<file path="src/rtl/cpu_pkg.sv">
// Shared definitions for the core: opcodes, fetch FSM states, default widths.
// Imported by fetch_unit and pc_counter.
package cpu_pkg;

  localparam int INSTR_W_DEF = 16;
  localparam int PC_W_DEF    = 8;

  localparam logic [3:0] OP_ADD  = 4'b0000;
  localparam logic [3:0] OP_SUB  = 4'b0001;
  localparam logic [3:0] OP_LDI  = 4'b0010;
  localparam logic [3:0] OP_XOR  = 4'b0011;
  localparam logic [3:0] OP_AND  = 4'b0100;
  localparam logic [3:0] OP_JMP  = 4'b0110;
  localparam logic [3:0] OP_HALT = 4'b0111;
  localparam logic [3:0] OP_BEQZ = 4'b1000;
  localparam logic [3:0] OP_STR  = 4'b1001;

  typedef logic [2:0] fetch_state_t;

  localparam fetch_state_t ST_IDLE   = 3'd0;
  localparam fetch_state_t ST_FETCH  = 3'd1;
  localparam fetch_state_t ST_ISSUE  = 3'd2;
  localparam fetch_state_t ST_EXEC   = 3'd3;
  localparam fetch_state_t ST_HALTED = 3'd4;
  localparam fetch_state_t ST_STEP   = 3'd5;

endpackage

</file>
<file path="src/rtl/fetch_unit_pc_counter.sv">
// PC register: load has priority over inc; inc wraps modulo 2^PC_W.
// Ports: clk, rst_n, inc, load, load_val -> pc.
module pc_counter
  import cpu_pkg::*;
#(
  parameter int PC_W = PC_W_DEF
) (
  input  logic            clk,
  input  logic            rst_n,
  input  logic            inc,
  input  logic            load,
  input  logic [PC_W-1:0] load_val,
  output logic [PC_W-1:0] pc
);

  always_ff @(posedge clk or negedge rst_n) begin
    if (!rst_n) begin
      pc <= '0;
    end else if (load) begin
      pc <= load_val;
    end else if (inc) begin
      pc <= pc + {{(PC_W-1){1'b0}}, 1'b1};
    end
  end

endmodule

</file>
<file path="src/rtl/fetch_unit.sv">
// Fetch/sequencing stage: owns PC, imem handshake, IR; optional SINGLE_STEP_EN
// adds dbg_step and a STEP state. Ports: imem_*, instr/opcode/instr_valid, ex_done/ldpc/target/halt, pc, halted.
module fetch_unit
  import cpu_pkg::*;
#(
  parameter int INSTR_W = INSTR_W_DEF,
  parameter int PC_W    = PC_W_DEF
) (
  input  logic               clk,
  input  logic               rst_n,
  output logic               imem_req,
  output logic [PC_W-1:0]    imem_addr,
  input  logic               imem_ack,
  input  logic [INSTR_W-1:0] imem_rdata,
  output logic [INSTR_W-1:0] instr,
  output logic [3:0]         opcode,
  output logic               instr_valid,
  input  logic               ex_done,
  input  logic               ldpc,
  input  logic [PC_W-1:0]    target,
  input  logic               halt,
`ifdef SINGLE_STEP_EN
  input  logic               dbg_step,
`endif
  output logic [PC_W-1:0]    pc,
  output logic               halted
);

  fetch_state_t state_q;
  logic         retire;
  logic         pc_inc;
  logic         pc_load;

  // ldpc/halt/target only matter in the cycle the instruction retires
  assign retire  = ex_done &&
                   (state_q == ST_ISSUE || state_q == ST_EXEC);
  assign pc_inc  = retire && !halt && !ldpc;
  assign pc_load = retire && !halt && ldpc;

  pc_counter #(
    .PC_W (PC_W)
  ) u_pc (
    .clk      (clk),
    .rst_n    (rst_n),
    .inc      (pc_inc),
    .load     (pc_load),
    .load_val (target),
    .pc       (pc)
  );

  assign imem_addr = pc;
  assign opcode    = instr[INSTR_W-1 -: 4];

  always_ff @(posedge clk or negedge rst_n) begin
    if (!rst_n) begin
      state_q     <= ST_IDLE;
      imem_req    <= 1'b0;
      instr       <= '0;
      instr_valid <= 1'b0;
      halted      <= 1'b0;
    end else begin
      instr_valid <= 1'b0;
      unique case (state_q)
        ST_IDLE: begin
          state_q  <= ST_FETCH;
          imem_req <= 1'b1;
        end
        ST_FETCH: begin
          if (imem_ack) begin
            instr       <= imem_rdata;
            imem_req    <= 1'b0;
            instr_valid <= 1'b1;
            state_q     <= ST_ISSUE;
          end
        end
        ST_ISSUE, ST_EXEC: begin
          if (ex_done) begin
            if (halt) begin
              state_q <= ST_HALTED;
              halted  <= 1'b1;
            end else begin
`ifdef SINGLE_STEP_EN
              state_q  <= ST_STEP;
`else
              // request rises with the pc update
              state_q  <= ST_FETCH;
              imem_req <= 1'b1;
`endif
            end
          end else begin
            state_q <= ST_EXEC;
          end
        end
`ifdef SINGLE_STEP_EN
        ST_STEP: begin
          if (dbg_step) begin
            state_q  <= ST_FETCH;
            imem_req <= 1'b1;
          end
        end
`endif
        ST_HALTED: begin
          state_q <= ST_HALTED;
        end
        default: begin
          state_q  <= ST_IDLE;
          imem_req <= 1'b0;
        end
      endcase
    end
  end

endmodule

</file>
<file path="config.mk">
export PLATFORM = sky130hd
export DESIGN_NAME = fetch_unit
export DESIGN_NICKNAME = d
export VERILOG_FILES = /design/src/rtl/cpu_pkg.sv /design/src/rtl/fetch_unit_pc_counter.sv /design/src/rtl/fetch_unit.sv
export SDC_FILE = /design/constraint.sdc
export NUM_CORES = 1
export LEC_CHECK = 0
export CORE_UTILIZATION = 25
export CTS_BUF_LIST = sky130_fd_sc_hd__clkbuf_2 sky130_fd_sc_hd__clkbuf_4 sky130_fd_sc_hd__clkbuf_8
export CTS_CLUSTER_SIZE = 8
export DETAILED_ROUTE_END_ITERATION = 10
export DONT_BUFFER_PORTS = 1
export GPL_TIMING_DRIVEN = 0
export SLEW_MARGIN = 30
export SYNTH_ARGS = -nofsm -noshare
export SYNTH_HDL_FRONTEND = slang
export SYNTH_SLANG_ARGS = --single-unit
</file>
<file path="constraint.sdc">
create_clock -name clk -period 2.7 [get_ports clk]
set_input_delay 0.54 -clock clk [delete_from_list [all_inputs] [get_ports clk]]
set_output_delay 0.54 -clock clk [all_outputs]
set_load 0.005 [all_outputs]
</file>
==> metrics <==
final net count 160; Post-synth ARST share 100%; Post-CTS Setup Repair Bufs 0; I/O pin cnt 69; Die Span Y between 70 and 80 µm; max frequency approximately 630 MHz; Hold Path Class in -> async; clock group share of total power ~28%; Final Setup Violations 0; Pwr per Cell Area 1180 nW/µm²; Crit-path slowest cell nor3_4; RSZ-0062 raised after global routing no; first-pass GRT wire length between 4 and 5 mm; Via density 4.61; initial antenna violation count 0; CTS tree done; max_slew headroom 67.5%; vias in the first global route around 940; CP Capture Type flop; core area 5570 µm²; setup TNS 0 ns; H-tree levels 2; maximum VDD drop 0.440 mV; required time of the critical path 2.86 ns; Ys Warns 0; Max stage delay on crit path 0.48 ns; Detail Route Antenna Nets 0; Max-cap violations 0; leakage 0.756 nW; dpl hpwl 1.99 mm; CTS buffer count 5; DIE AREA 6190 µm²; chip width 78.7 µm; Post-synth EDFFs 0; final instance area ~1700 µm²; drt drc 0; post-synth cell types 32; Worst Max-Slew Pin Slew approximately 0.49 ns; register bit total from synthesis 30; status complete, no violations; 1st-pass router iterations 4; CTS max path bufs 2; Cell Area, Synth 1470 µm²; part of the cycle the worst path needs about 59%; CP Data Arrival Time 1.74 ns; max-slew violations 0; drt wl/cell 13.9 µm; I/O Buffers 0; cell-internal power 1.43 mW; final hold vios 0; CP cell instances nor3_4 -> buf_12 -> mux2_4; clk slew on worst S/H paths around 0.07 ns; worst skew pair latency 0.28 ns; clk root buf clkbuf_8; Total Wirelength roughly 2.8 mm; nature of the critical path startpoint flop; Net Sw Frac 29.7%; Worst Skew between 0.006 and 0.007 ns; dominant synthesized flop cell dfrtp_1; combinational share of power a little under a third; largest net degree at the start of global routing 31; Starting Density 26.4%; Total GRT Usage roughly a tenth; RePlAce Congestion 0.778; syn nets 152; Min Clock Period, post-route 1.58 ns; antenna diode instance count 0; gr ovfl total 0; via count 932; DRT iter0 DRCs 21; critical setup path kind reg -> reg; Cell Rows 27; synthesized area per cell 12.2 µm²; crit path max fanout 10; Seq pwr share a little over two fifths; Mapped Cells approximately 120; Sink Count 30; share of cells above drive strength 1 about 35%; Psw 0.603 mW; placed instance area 1560 µm²; synthesis-to-finish area growth 17.2%; Seq/Total Area, Yosys 51.1%
[cell families after synthesis]
| group | share of synthesized area, % |
|---|---|
| simple gates | 11.4 |
| buf+inv | 10.6 |
| fa+ha+maj | 0.851 |
| flops | 51.1 |
| mux | 15.7 |
| compound gates | 10.4 |
[sequential cells by signal, indices dropped and copies added, names as in the netlist]
signal / count
halted: 1
state_q: 3
imem_req: 1
instr_valid: 1
u_pc.pc: 8
instr: 16
[power groups by stage]
stage	sequential, mW	clock, mW	combinational (mW)
after floorplan	0.804	0	0.548
after global placement	0.855	0	0.595
after detailed placement	0.852	0	0.613
after CTS	0.852	0.588	0.622
after global routing	0.883	0.611	0.684
final	0.848	0.567	0.615
[per-layer routing]
metal  up-vias  part of all wire (%)  global-route usage [%]  wire length, µm
met3         2                    11                    6.40              312
met4         0                  0.25                    2.78                7
met2        64                    45                    14.3             1270
li1        435                     -                       -                -
met1       431                    44                    11.0             1230
met5         -                     0                       0                0
[synthesized netlist by cell type (2+ instances only)]
cell / instances / share of area [%]
mux2_2: 8 / 6.1
o21ai_0: 3 / 1.0
nand3_1: 3 / 1.0
o22ai_1: 5 / 2.1
inv_1: 2 / 0.51
nor2_1: 9 / 2.3
a311oi_1: 2 / 1.2
nand2_1: 5 / 1.3
dfrtp_1: 30 / 51
mux2_4: 8 / 8.2
a21oi_1: 9 / 3.1
buf_4: 12 / 6.1
buf_6: 3 / 2.3
and4_1: 2 / 1.2
mux2i_1: 2 / 1.4
a31oi_1: 2 / 0.85
[final timing paths]
kind,from,endpoint,slack (ns),cells after the start
max,state_q[2],instr[3],1.12,3
min,rst_n,u_pc.pc[5],0.08,1
max reg2reg,state_q[2],instr[3],1.12,3
min reg2reg,halted,halted,0.49,1
max in group asynchronous,rst_n,instr[1],2.45,1
min in group clk,ex_done,state_q[0],0.36,1
[repair_timing]
| item | 4_1_cts | 5_1_grt |
|---|---|---|
| hold endpoints to repair | 30 | 0 |
| endpoints found under the setup margin | 0 | 0 |
| hold buffers | 1 | 0 |
| gates resized for setup | 0 | 0 |
[cells in the final DEF (no fill, tap or decap)]
cell and n:
dfrtp_1 30, inv_1 2, nand2_1 5, o21ai_0 3, buf_4 12, mux2i_1 2, and4bb_1 1, ha_1 1
o221a_1 1, and3_1 1, nand4b_1 1, nand3_1 3, buf_2 1, a211oi_2 1, a311oi_1 2, or2_2 1
clkbuf_8 6, and4_1 2, nor2b_1 1, a21oi_1 9, o22ai_1 5, mux2_2 8, a21o_1 1, buf_12 2
nand2b_1 1, nor3b_1 1, mux2_4 8, nor3_4 1, nand4_1 1, nor2_1 9, a31oi_1 2, buf_6 3
nand2_2 1, bufinv_16 2
[per-stage QoR]
stage	util, %	instances	hold slack (ns)	worst slack, ns	power, mW
finish	30.9	202	0.0803	1.12	2.03
detailed placement	28.0	193	0.245	1.01	1.47
global placement	28.0	193	0.245	1.01	1.45
floorplan	-	121	0.244	1.15	1.35
global route	30.9	202	0.0668	1.02	2.18
CTS	30.9	202	0.0737	1.09	2.06
[area by class of cell]
| cell class | count | area (µm²) |
|---|---|---|
| Tap cell | 72 | 90.1 |
| Timing Repair Buffer | 1 | 20.0 |
| Buffer | 17 | 149 |
| Sequential cell | 30 | 751 |
| Fill cell | 570 | 3850 |
| Clock buffer | 6 | 82.6 |
| Inverter | 2 | 7.51 |
| Multi-Input combinational cell | 72 | 563 |
| Clock inverter | 2 | 60.1 |
[worst max-delay path: cells and delay by family, from the launching register on]
family | cells | cell delay, ns
multiplexers | 1 | 0.30
AND/OR/NAND/NOR | 1 | 0.48
flip-flops | 1 | 0.46
buffers and inverters | 1 | 0.21
Power figures use the tool's default switching activity.
